File: config.mk
export PLATFORM = sky130hd
export DESIGN_NAME = alarm_ringer
export DESIGN_NICKNAME = d
export VERILOG_FILES = /design/src/rtl/alarm_pkg.sv /design/src/rtl/edge_rise.sv /design/src/rtl/alarm_ringer.sv
export SDC_FILE = /design/constraint.sdc
export NUM_CORES = 1
export LEC_CHECK = 0
export BUFFER_PORTS_ARGS = -buffer_cell sky130_fd_sc_hd__clkbuf_2
export CORE_UTILIZATION = 63
export DETAILED_ROUTE_END_ITERATION = 16
export PLACE_DENSITY = 0.8
export SYNTH_ARGS = -nofsm -noshare
export SYNTH_HDL_FRONTEND = slang
export SYNTH_SLANG_ARGS = --single-unit
File: constraint.sdc
create_clock -name clk -period 5.37 [get_ports clk]
set_input_delay 0.8055 -clock clk [delete_from_list [all_inputs] [get_ports clk]]
set_output_delay 0.8055 -clock clk [all_outputs]
set_load 0.01 [all_outputs]
File: src/rtl/alarm_pkg.sv
// Shared state encoding, parameter defaults and sizing helper for the alarm ringer.
package alarm_pkg;

    localparam int unsigned TONE_DIV_DEF         = 4;
    localparam int unsigned RING_TIMEOUT_SEC_DEF = 60;
    localparam int unsigned SNOOZE_SEC_DEF       = 300;
    localparam int unsigned MAX_SNOOZE_DEF       = 3;

    typedef enum logic [1:0] {
        S_IDLE   = 2'd0,
        S_RING   = 2'd1,
        S_SNOOZE = 2'd2,
        S_DONE   = 2'd3
    } ring_state_e;

    // Bits needed to hold the larger of the two second counts inclusive.
    function automatic int unsigned timer_width(input int unsigned a, input int unsigned b);
        int unsigned m;
        m = (a > b) ? a : b;
        return $clog2(m + 1);
    endfunction

endpackage

File: src/rtl/edge_rise.sv
// Registers a level input once and flags the cycle in which it goes from low to high.
module edge_rise (
    input  logic clk,
    input  logic reset,
    input  logic d_i,
    output logic rise_o
);

    logic d_q;

    always_ff @(posedge clk or negedge reset) begin
        if (!reset) begin
            d_q <= 1'b0;
        end else begin
            d_q <= d_i;
        end
    end

    assign rise_o = d_i & ~d_q;

endmodule

File: src/rtl/alarm_ringer.sv
// Alarm ringer: rings on alarm match, handles snooze/stop buttons and timeouts, gates the buzzer tone.
module alarm_ringer
    import alarm_pkg::*;
#(
    parameter int unsigned TONE_DIV         = TONE_DIV_DEF,
    parameter int unsigned RING_TIMEOUT_SEC = RING_TIMEOUT_SEC_DEF,
    parameter int unsigned SNOOZE_SEC       = SNOOZE_SEC_DEF,
    parameter int unsigned MAX_SNOOZE       = MAX_SNOOZE_DEF
) (
    input  logic       clk,
    input  logic       reset,
    input  logic       alarm_trig,
    input  logic       sec_tick,
    input  logic       snooze_btn,
    input  logic       stop_btn,
    output logic       buzzer,
    output logic       ring_led,
    output logic       snoozing,
    output logic [2:0] snooze_cnt
);

    localparam int unsigned TMR_W  = timer_width(RING_TIMEOUT_SEC, SNOOZE_SEC);
    localparam int unsigned TONE_W = (TONE_DIV > 1) ? $clog2(TONE_DIV) : 1;

    localparam logic [TMR_W-1:0]  RING_LAST = TMR_W'(RING_TIMEOUT_SEC - 1);
    localparam logic [TMR_W-1:0]  SNZ_LAST  = TMR_W'(SNOOZE_SEC - 1);
    localparam logic [TONE_W-1:0] TONE_LAST = TONE_W'(TONE_DIV - 1);
    localparam logic [2:0]        MAX_CNT   = 3'(MAX_SNOOZE);

    logic trig_rise, snooze_rise, stop_rise;

    edge_rise u_trig_edge   (.clk(clk), .reset(reset), .d_i(alarm_trig), .rise_o(trig_rise));
    edge_rise u_snooze_edge (.clk(clk), .reset(reset), .d_i(snooze_btn), .rise_o(snooze_rise));
    edge_rise u_stop_edge   (.clk(clk), .reset(reset), .d_i(stop_btn),   .rise_o(stop_rise));

    ring_state_e       state_q, state_d;
    logic [TMR_W-1:0]  timer_q, timer_d;
    logic [2:0]        cnt_q, cnt_d;
    logic              beep_q, beep_d;
    logic [TONE_W-1:0] tone_cnt_q, tone_cnt_d;
    logic              tone_q, tone_d;
    logic              buzzer_q, ring_q, snoozing_q;

    always_comb begin
        state_d    = state_q;
        timer_d    = timer_q;
        cnt_d      = cnt_q;
        beep_d     = beep_q;
        tone_cnt_d = (tone_cnt_q == TONE_LAST) ? '0 : tone_cnt_q + 1'b1;
        tone_d     = (tone_cnt_q == TONE_LAST) ? ~tone_q : tone_q;

        case (state_q)
            S_IDLE: begin
                if (trig_rise) begin
                    state_d = S_RING;
                    cnt_d   = '0;
                    timer_d = '0;
                    beep_d  = 1'b1;
                end
            end
            S_RING: begin
                // Stop wins over a simultaneous snooze; a snooze at the limit falls through to the timer.
                if (stop_rise) begin
                    state_d = S_DONE;
                end else if (snooze_rise && (cnt_q < MAX_CNT)) begin
                    state_d = S_SNOOZE;
                    cnt_d   = cnt_q + 3'd1;
                    timer_d = '0;
                end else if (sec_tick) begin
                    if (timer_q == RING_LAST) begin
                        timer_d = '0;
                        if (cnt_q < MAX_CNT) begin
                            state_d = S_SNOOZE;
                            cnt_d   = cnt_q + 3'd1;
                        end else begin
                            state_d = S_DONE;
                        end
                    end else begin
                        timer_d = timer_q + 1'b1;
                        beep_d  = ~beep_q;
                    end
                end
            end
            S_SNOOZE: begin
                if (stop_rise) begin
                    state_d = S_DONE;
                end else if (sec_tick) begin
                    if (timer_q == SNZ_LAST) begin
                        state_d = S_RING;
                        timer_d = '0;
                        beep_d  = 1'b1;
                    end else begin
                        timer_d = timer_q + 1'b1;
                    end
                end
            end
            S_DONE: begin
                if (!alarm_trig) begin
                    state_d = S_IDLE;
                end
            end
            default: state_d = S_IDLE;
        endcase
    end

    always_ff @(posedge clk or negedge reset) begin
        if (!reset) begin
            state_q    <= S_IDLE;
            timer_q    <= '0;
            cnt_q      <= '0;
            beep_q     <= 1'b0;
            tone_cnt_q <= '0;
            tone_q     <= 1'b0;
            buzzer_q   <= 1'b0;
            ring_q     <= 1'b0;
            snoozing_q <= 1'b0;
        end else begin
            state_q    <= state_d;
            timer_q    <= timer_d;
            cnt_q      <= cnt_d;
            beep_q     <= beep_d;
            tone_cnt_q <= tone_cnt_d;
            tone_q     <= tone_d;
            buzzer_q   <= (state_d == S_RING) && beep_d && tone_d;
            ring_q     <= (state_d == S_RING);
            snoozing_q <= (state_d == S_SNOOZE);
        end
    end

    assign buzzer     = buzzer_q;
    assign ring_led   = ring_q;
    assign snoozing   = snoozing_q;
    assign snooze_cnt = cnt_q;

endmodule
==> results of run 1 <==
metrics by stage:
step | instances | hold slack (ps) | power, W | util [%] | cell area [um2]
2_1_floorplan | 149 | 403.1 | 0.0004674 | - | 1461
3_3_place_gp | 186 | 413.2 | 0.0005289 | 70.42 | 1543
3_5_place_dp | 186 | 418.8 | 0.0005431 | 70.42 | 1543
4_1_cts | 190 | 436.4 | 0.0006394 | 72.07 | 1579
5_1_grt | 190 | 457.7 | 0.0006853 | 72.07 | 1579
6_report | 190 | 431.3 | 0.0006387 | 72.07 | 1579
cells in the mapped netlist, drive strengths merged (2+ instances only):
cell / number
a2111oi: 2
a21o: 2
a21oi: 4
a221o: 7
a221oi: 2
a31o: 2
and2: 6
and3: 4
and4b: 2
clkbuf: 2
dfrtp: 24
ha: 8
inv: 11
nand2: 13
nand2b: 3
nand3: 6
nand4: 2
nor2: 14
nor3: 6
o21a: 2
o21ai: 6
or2: 2
logic make-up after synthesis:
family | count (synthesis)
AO/OA/AOI/OAI | 37
XOR/XNOR | 1
adder cells (fa/ha/maj) | 8
buffers and inverters | 13
flip-flops | 24
multiplexers | 1
AND/OR/NAND/NOR | 65
worst max-delay path by stage:
stage                           from         end  slack (ps)  cells after the start
final                     state_q[1]  timer_q[0]        2580                      7
after global routing      state_q[1]  timer_q[3]        2360                      7
after CTS                 state_q[1]  timer_q[0]        2580                      7
after detailed placement  state_q[1]  timer_q[0]        2610                      7
after global placement    state_q[1]  timer_q[0]        2720                      7
after floorplan           state_q[1]  timer_q[8]        3120                      8
area by class of cell:
type,instances,share of cell area [%]
Multi-Input combinational cell,112,51.35
Sequential cell,24,38.03
Timing Repair Buffer,11,3.487
Inverter,11,2.615
Clock buffer,4,2.298
Tap cell,28,2.219
report_power, final:
group | leakage, nW | internal [W] | total (W) | switching [W]
clock network | 0.0210 | 0.0000414 | 0.0000956 | 0.0000541
logic | 0.414 | 0.000113 | 0.000301 | 0.000187
registers | 0.315 | 0.000211 | 0.000243 | 0.0000320
total | 0.750 | 0.000365 | 0.000639 | 0.000274
routing by layer:
metal  GRT usage (%)  vias up  wire (um)
met2           44.22       29       1428
met5               0        -          0
met3           3.636        6         91
met1           33.87      579       1332
met4           11.43        0         51
li1                -      576          -
sequential cells by signal (all words and copies together) (netlist names):
| name | count |
|---|---|
| u_stop_edge.d_q | 1 |
| ring_led | 1 |
| tone_q | 1 |
| snooze_cnt | 3 |
| tone_cnt_q | 2 |
| snoozing | 1 |
| state_q | 2 |
| beep_q | 1 |
| u_snooze_edge.d_q | 1 |
| buzzer | 1 |
| timer_q | 9 |
| u_trig_edge.d_q | 1 |
layout by cell type, fill, tap and decap left out, drive strengths merged, types with 3 or more instances in the layout:
cell	count
nand2b	3
inv	11
clkbuf	15
a21oi	4
nor2	14
nand2	13
a221o	7
o21ai	6
and2	6
nor3	6
ha	8
nand3	6
and3	4
dfrtp	24
==> flow_summary.yaml, run 1 <==
timing:
  fmax_mhz: 358.4
  slew_headroom_pct: 45.47
  rsz0062_at_grt: "false"
  tightest_slew_ps: 814.4
  final_hold_viol_count: 0
  period_share_pct: 51.96
  period_minus_slack_ps: 2791
  finalClockSkew_ps: 4.666
  fin_tns_setup_ps: 0
  drv_slew: 0
  fin_ws_ps: 2579
  setup_viol: 0
synth:
  ys_types: 46
  synthTopCellsByArea: "dfrtp_1 (41%), ha_1 (6.8%), a221o_1 (4.8%)"
  synthAdderAreaFrac_pct: 6.849
  synth-seq-cells: 24
  synth_top_cell_by_area: "dfrtp_1"
  synthCells: 149
  synth_edf_count: 0
  yosys.area.top_type_share_pct: 41.10
  muxShareOfSynthArea_pct: 0.7705
  synthSimpleGateAreaFrac_pct: 25.17
  synth_area_um2: 1461
  synth_top_family_by_area: "simple AND/OR/NAND/NOR gates"
  synth-seq-area-share_pct: 41.10
  synth_compound_area_share_pct: 22.09
  ys_warn_count: 0
  ys.flop_type: "dfrtp_1"
  synth.avg_cell_area_um2: 9.808
  synthArstFlopShare_pct: 100.0
  syn_nets: 163
  synth_xor_area_share_pct: 0.5993
place:
  io_buffer_count: 11
  place_congestion: 0.9455
  pre_cts_slack_ps: 2606
  dp_hpwl_um: 2158
setup_path:
  cp.arrival_ps: 3050
  cp-start-kind: "register"
  crit_path_max_incr_delay_ps: 560
  critPathTopFamily: "simple AND/OR/NAND/NOR gates"
  r2r_cells: 7
  crit_path_cell_trace: "inv_1 -> ha_1 -> or2_2 -> a221oi_1 -> o211ai_1 -> nor3_2 -> mux2_2"
  path_max_fanout: 11
  cp-end-kind: "register"
  cp_num_buf_inv: 1
  criticalPathCategory: "register to register"
  r2r_end: "timer_q[0]"
  r2r_start: "state_q[1]"
  r2r_slack_ps: 2580
  required_ps: 5630
  critPathSlowestCell: "nor3_2"
final_layout:
  nets: 177
  n_antenna_cell: 0
  fill_cells: 164
  area_growth_pct: 8.048
  drive_gt1_share_pct: 20.99
  multiInputGateArea_um2: 810.8
  seq_area_um2: 600.6
clock_network:
  post_cts_buffers: 0
  cts.sinks: 24
  worstSkewPairLatency_ps: 310
  cts_inserted_buffers: 3
  htreeDepth: 1
  clk_pin_slew_worst_paths_ps: 130
  cts_tree: "done"
  holdBufCountCts: 0
  cts_resized: 0
  cts_buffer_depth: 2
  root_buffer: "clkbuf_4"
outcome:
  failed_checks: "DRC"
  status: "finished, violations left"
route:
  drt-initial-drc-count: 26
  firstDrtPassIters: 11
  wl_per_cell_um: 15.28
  ant_nets: 0
  wl_um: 2903
  drc: 2
  viasPerCell: 6.263
  num_vias: 1190
global_route:
  antenna_found_initial: 0
  grtUsageTotal_pct: 26.39
  grt_first_pass_wirelength_um: 5023
  grt_pass1_vias: 1156
  grt_max_degree: 25
  grt-ovfl-total: 0
floorplanning:
  start_util_pct: 66.70
  fp.dieArea_um2: 2517
  num_io_pins: 12
  coreArea_um2: 2191
  die_x_um: 50.17
  rows: 17
  die_y_um: 50.17
hold_path:
  hold_start: "tone_cnt_q[0]"
  whs_path_depth: 1
  worstHoldEndpoint: "tone_cnt_q[0]"
  min_path_type: "register to register"
flow_run:
  maxCapViolCount: 0
power:
  peakVddDrop_mv: 0.2385
  powerDensity_nw_per_um2: 404.5
  p_leak_nw: 0.7501
Note: power is estimated with default switching activity, not from simulation.
==> run 2: changes to the inputs <==
Settings changed: CORE_UTILIZATION 63 to 53, PLACE_DENSITY 0.8 to 0.72.
Clock period 5.37 ns to 2.44 ns, I/O delays scaled along.
==> run 2 against run 1 <==
Against the previous run:
- the run now ends clean
- register-to-register slack worse by 2400 ps
- worst setup slack worse by 2400 ps
- sequential power up 120%
- combinational power up 140%
- critical endpoint is now snoozing
- clock power up 120%
- die area up 18%
- largest power group unchanged
- clock skew down 2.6 ps
- total power up 130%
- routed wire length up 5.1%
- non-clock buffer count up 6
==> flow_summary.yaml, run 2 (synthesis gave the netlist of run 1 again) <==
clock_network:
  cts_tree: "done"
  cts_buffer_depth: 2
  clk_pin_slew_worst_paths_ps: 130
  cts_inserted_buffers: 3
  htreeDepth: 1
  root_buffer: "clkbuf_4"
  holdBufCountCts: 0
  post_cts_buffers: 0
  cts.sinks: 24
  cts_resized: 0
  worstSkewPairLatency_ps: 310
timing:
  setup_viol: 0
  period_minus_slack_ps: 2250
  final_hold_viol_count: 0
  finalClockSkew_ps: 2.030
  rsz0062_at_grt: "false"
  fin_tns_setup_ps: 0
  tightest_slew_ps: 609.7
  slew_headroom_pct: 59.35
  period_share_pct: 92.20
  drv_slew: 0
  fmax_mhz: 444.5
place:
  io_buffer_count: 11
  dp_hpwl_um: 2276
  placed_area_um2: 1590
  place_congestion: 0.8761
outcome:
  status: "finished, final reports clean"
route:
  firstDrtPassIters: 4
  drc: 0
  viasPerCell: 6.172
  wl_per_cell_um: 15.40
  num_vias: 1222
  ant_nets: 0
  drt-initial-drc-count: 21
  wl_um: 3050
setup_path:
  cp-end-kind: "register"
  required_ps: 2710
  criticalPathCategory: "register to register"
  cp.arrival_ps: 2520
  path_max_fanout: 6
  cp-start-kind: "register"
power:
  peakVddDrop_mv: 0.6760
  p_leak_nw: 0.7803
  powerDensity_nw_per_um2: 899.5
final_layout:
  largest_reg_flops: 9
  layout_commonest_cell: "dfrtp_1"
  area_growth_pct: 11.30
  max_flop_register: "timer_q"
  drive_gt1_share_pct: 23.81
  n_antenna_cell: 0
  fin_area_um2: 1627
  fill_cells: 213
  nets: 183
  layout_common_cells: "dfrtp_1 (24), nor2_1 (14), nand2_1 (13)"
floorplanning:
  rows: 18
  die_x_um: 54.51
  coreArea_um2: 2545
  die_y_um: 54.51
  fp.dieArea_um2: 2971
  num_io_pins: 12
  start_util_pct: 57.42
hold_path:
  min_path_type: "primary input to async pin"
global_route:
  antenna_found_initial: 0
  grt_max_degree: 25
  grtUsageTotal_pct: 24.44
  grt_first_pass_wirelength_um: 5030
  grt-ovfl-total: 0
  grt_pass1_vias: 1115
flow_run:
  maxCapViolCount: 0
-- run 2: changes by cell type in the layout (fill, tap and decap cells not counted) --
| cell | delta |
|---|---|
| buf_4 | +6 |
-- run 2: cell type report --
class,instances,area [um2],area share (%)
well taps,30,37.54,2.308
flip-flops and latches,24,600.6,36.92
clock buffers,4,36.28,2.231
repair buffers,17,100.1,6.154
inverters,11,41.29,2.538
multi-input cells,112,810.8,49.85
-- run 2: where the power goes --
part | switching (W) | total [W] | internal (W)
Clock | 0.000120 | 0.000211 | 0.0000912
Sequential | 0.0000649 | 0.000528 | 0.000464
Combinational | 0.000432 | 0.000724 | 0.000292
Total | 0.000616 | 0.00146 | 0.000847
-- run 2: worst max-delay path, stage by stage (launching register included) --
cell and delay, ps:
dfrtp_1 480, inv_1 110, ha_1 210, buf_4 160, a21o_1 150, a221oi_1 360, a31oi_1 150, o22ai_1 370
and2_2 210
-- run 2: through the flow --
| step | util (%) | total power, W | instances | worst slack, ps | hold slack (ps) |
|---|---|---|---|---|---|
| finish | 63.91 | 0.001463 | 198 | 190.2 | 30.86 |
| detailed placement | 62.49 | 0.001254 | 194 | 267.7 | 405.7 |
| global route | 63.91 | 0.001573 | 198 | 77.05 | 67.94 |
| global placement | 62.49 | 0.001226 | 194 | 304.1 | 397.6 |
| floorplan | - | 0.001029 | 149 | 188.8 | 70.41 |
| CTS | 63.91 | 0.001473 | 198 | 230.1 | 41.94 |
-- run 2: layer usage --
metal  GRT usage (%)  vias to the layer above  share of wire [%]
met3           4.167                        8                5.8
met1           31.51                      585                 45
met2           39.63                       43                 47
met4           11.54                        0                1.8
met5               0                        -                  0
li1                -                      586                  -
-- run 2: worst paths after layout --
| kind | slack, ps | depth (start not counted) | start | to |
|---|---|---|---|---|
| min | 30 | 1 | reset | u_trig_edge.d_q |
| min reg2reg | 450 | 1 | tone_cnt_q[0] | tone_cnt_q[0] |
| max | 190 | 8 | state_q[0] | snoozing |
| max reg2reg | 190 | 8 | state_q[0] | snoozing |
| max in group asynchronous | 2020 | 1 | reset | buzzer |
| min in group clk | 160 | 1 | snooze_btn | u_snooze_edge.d_q |
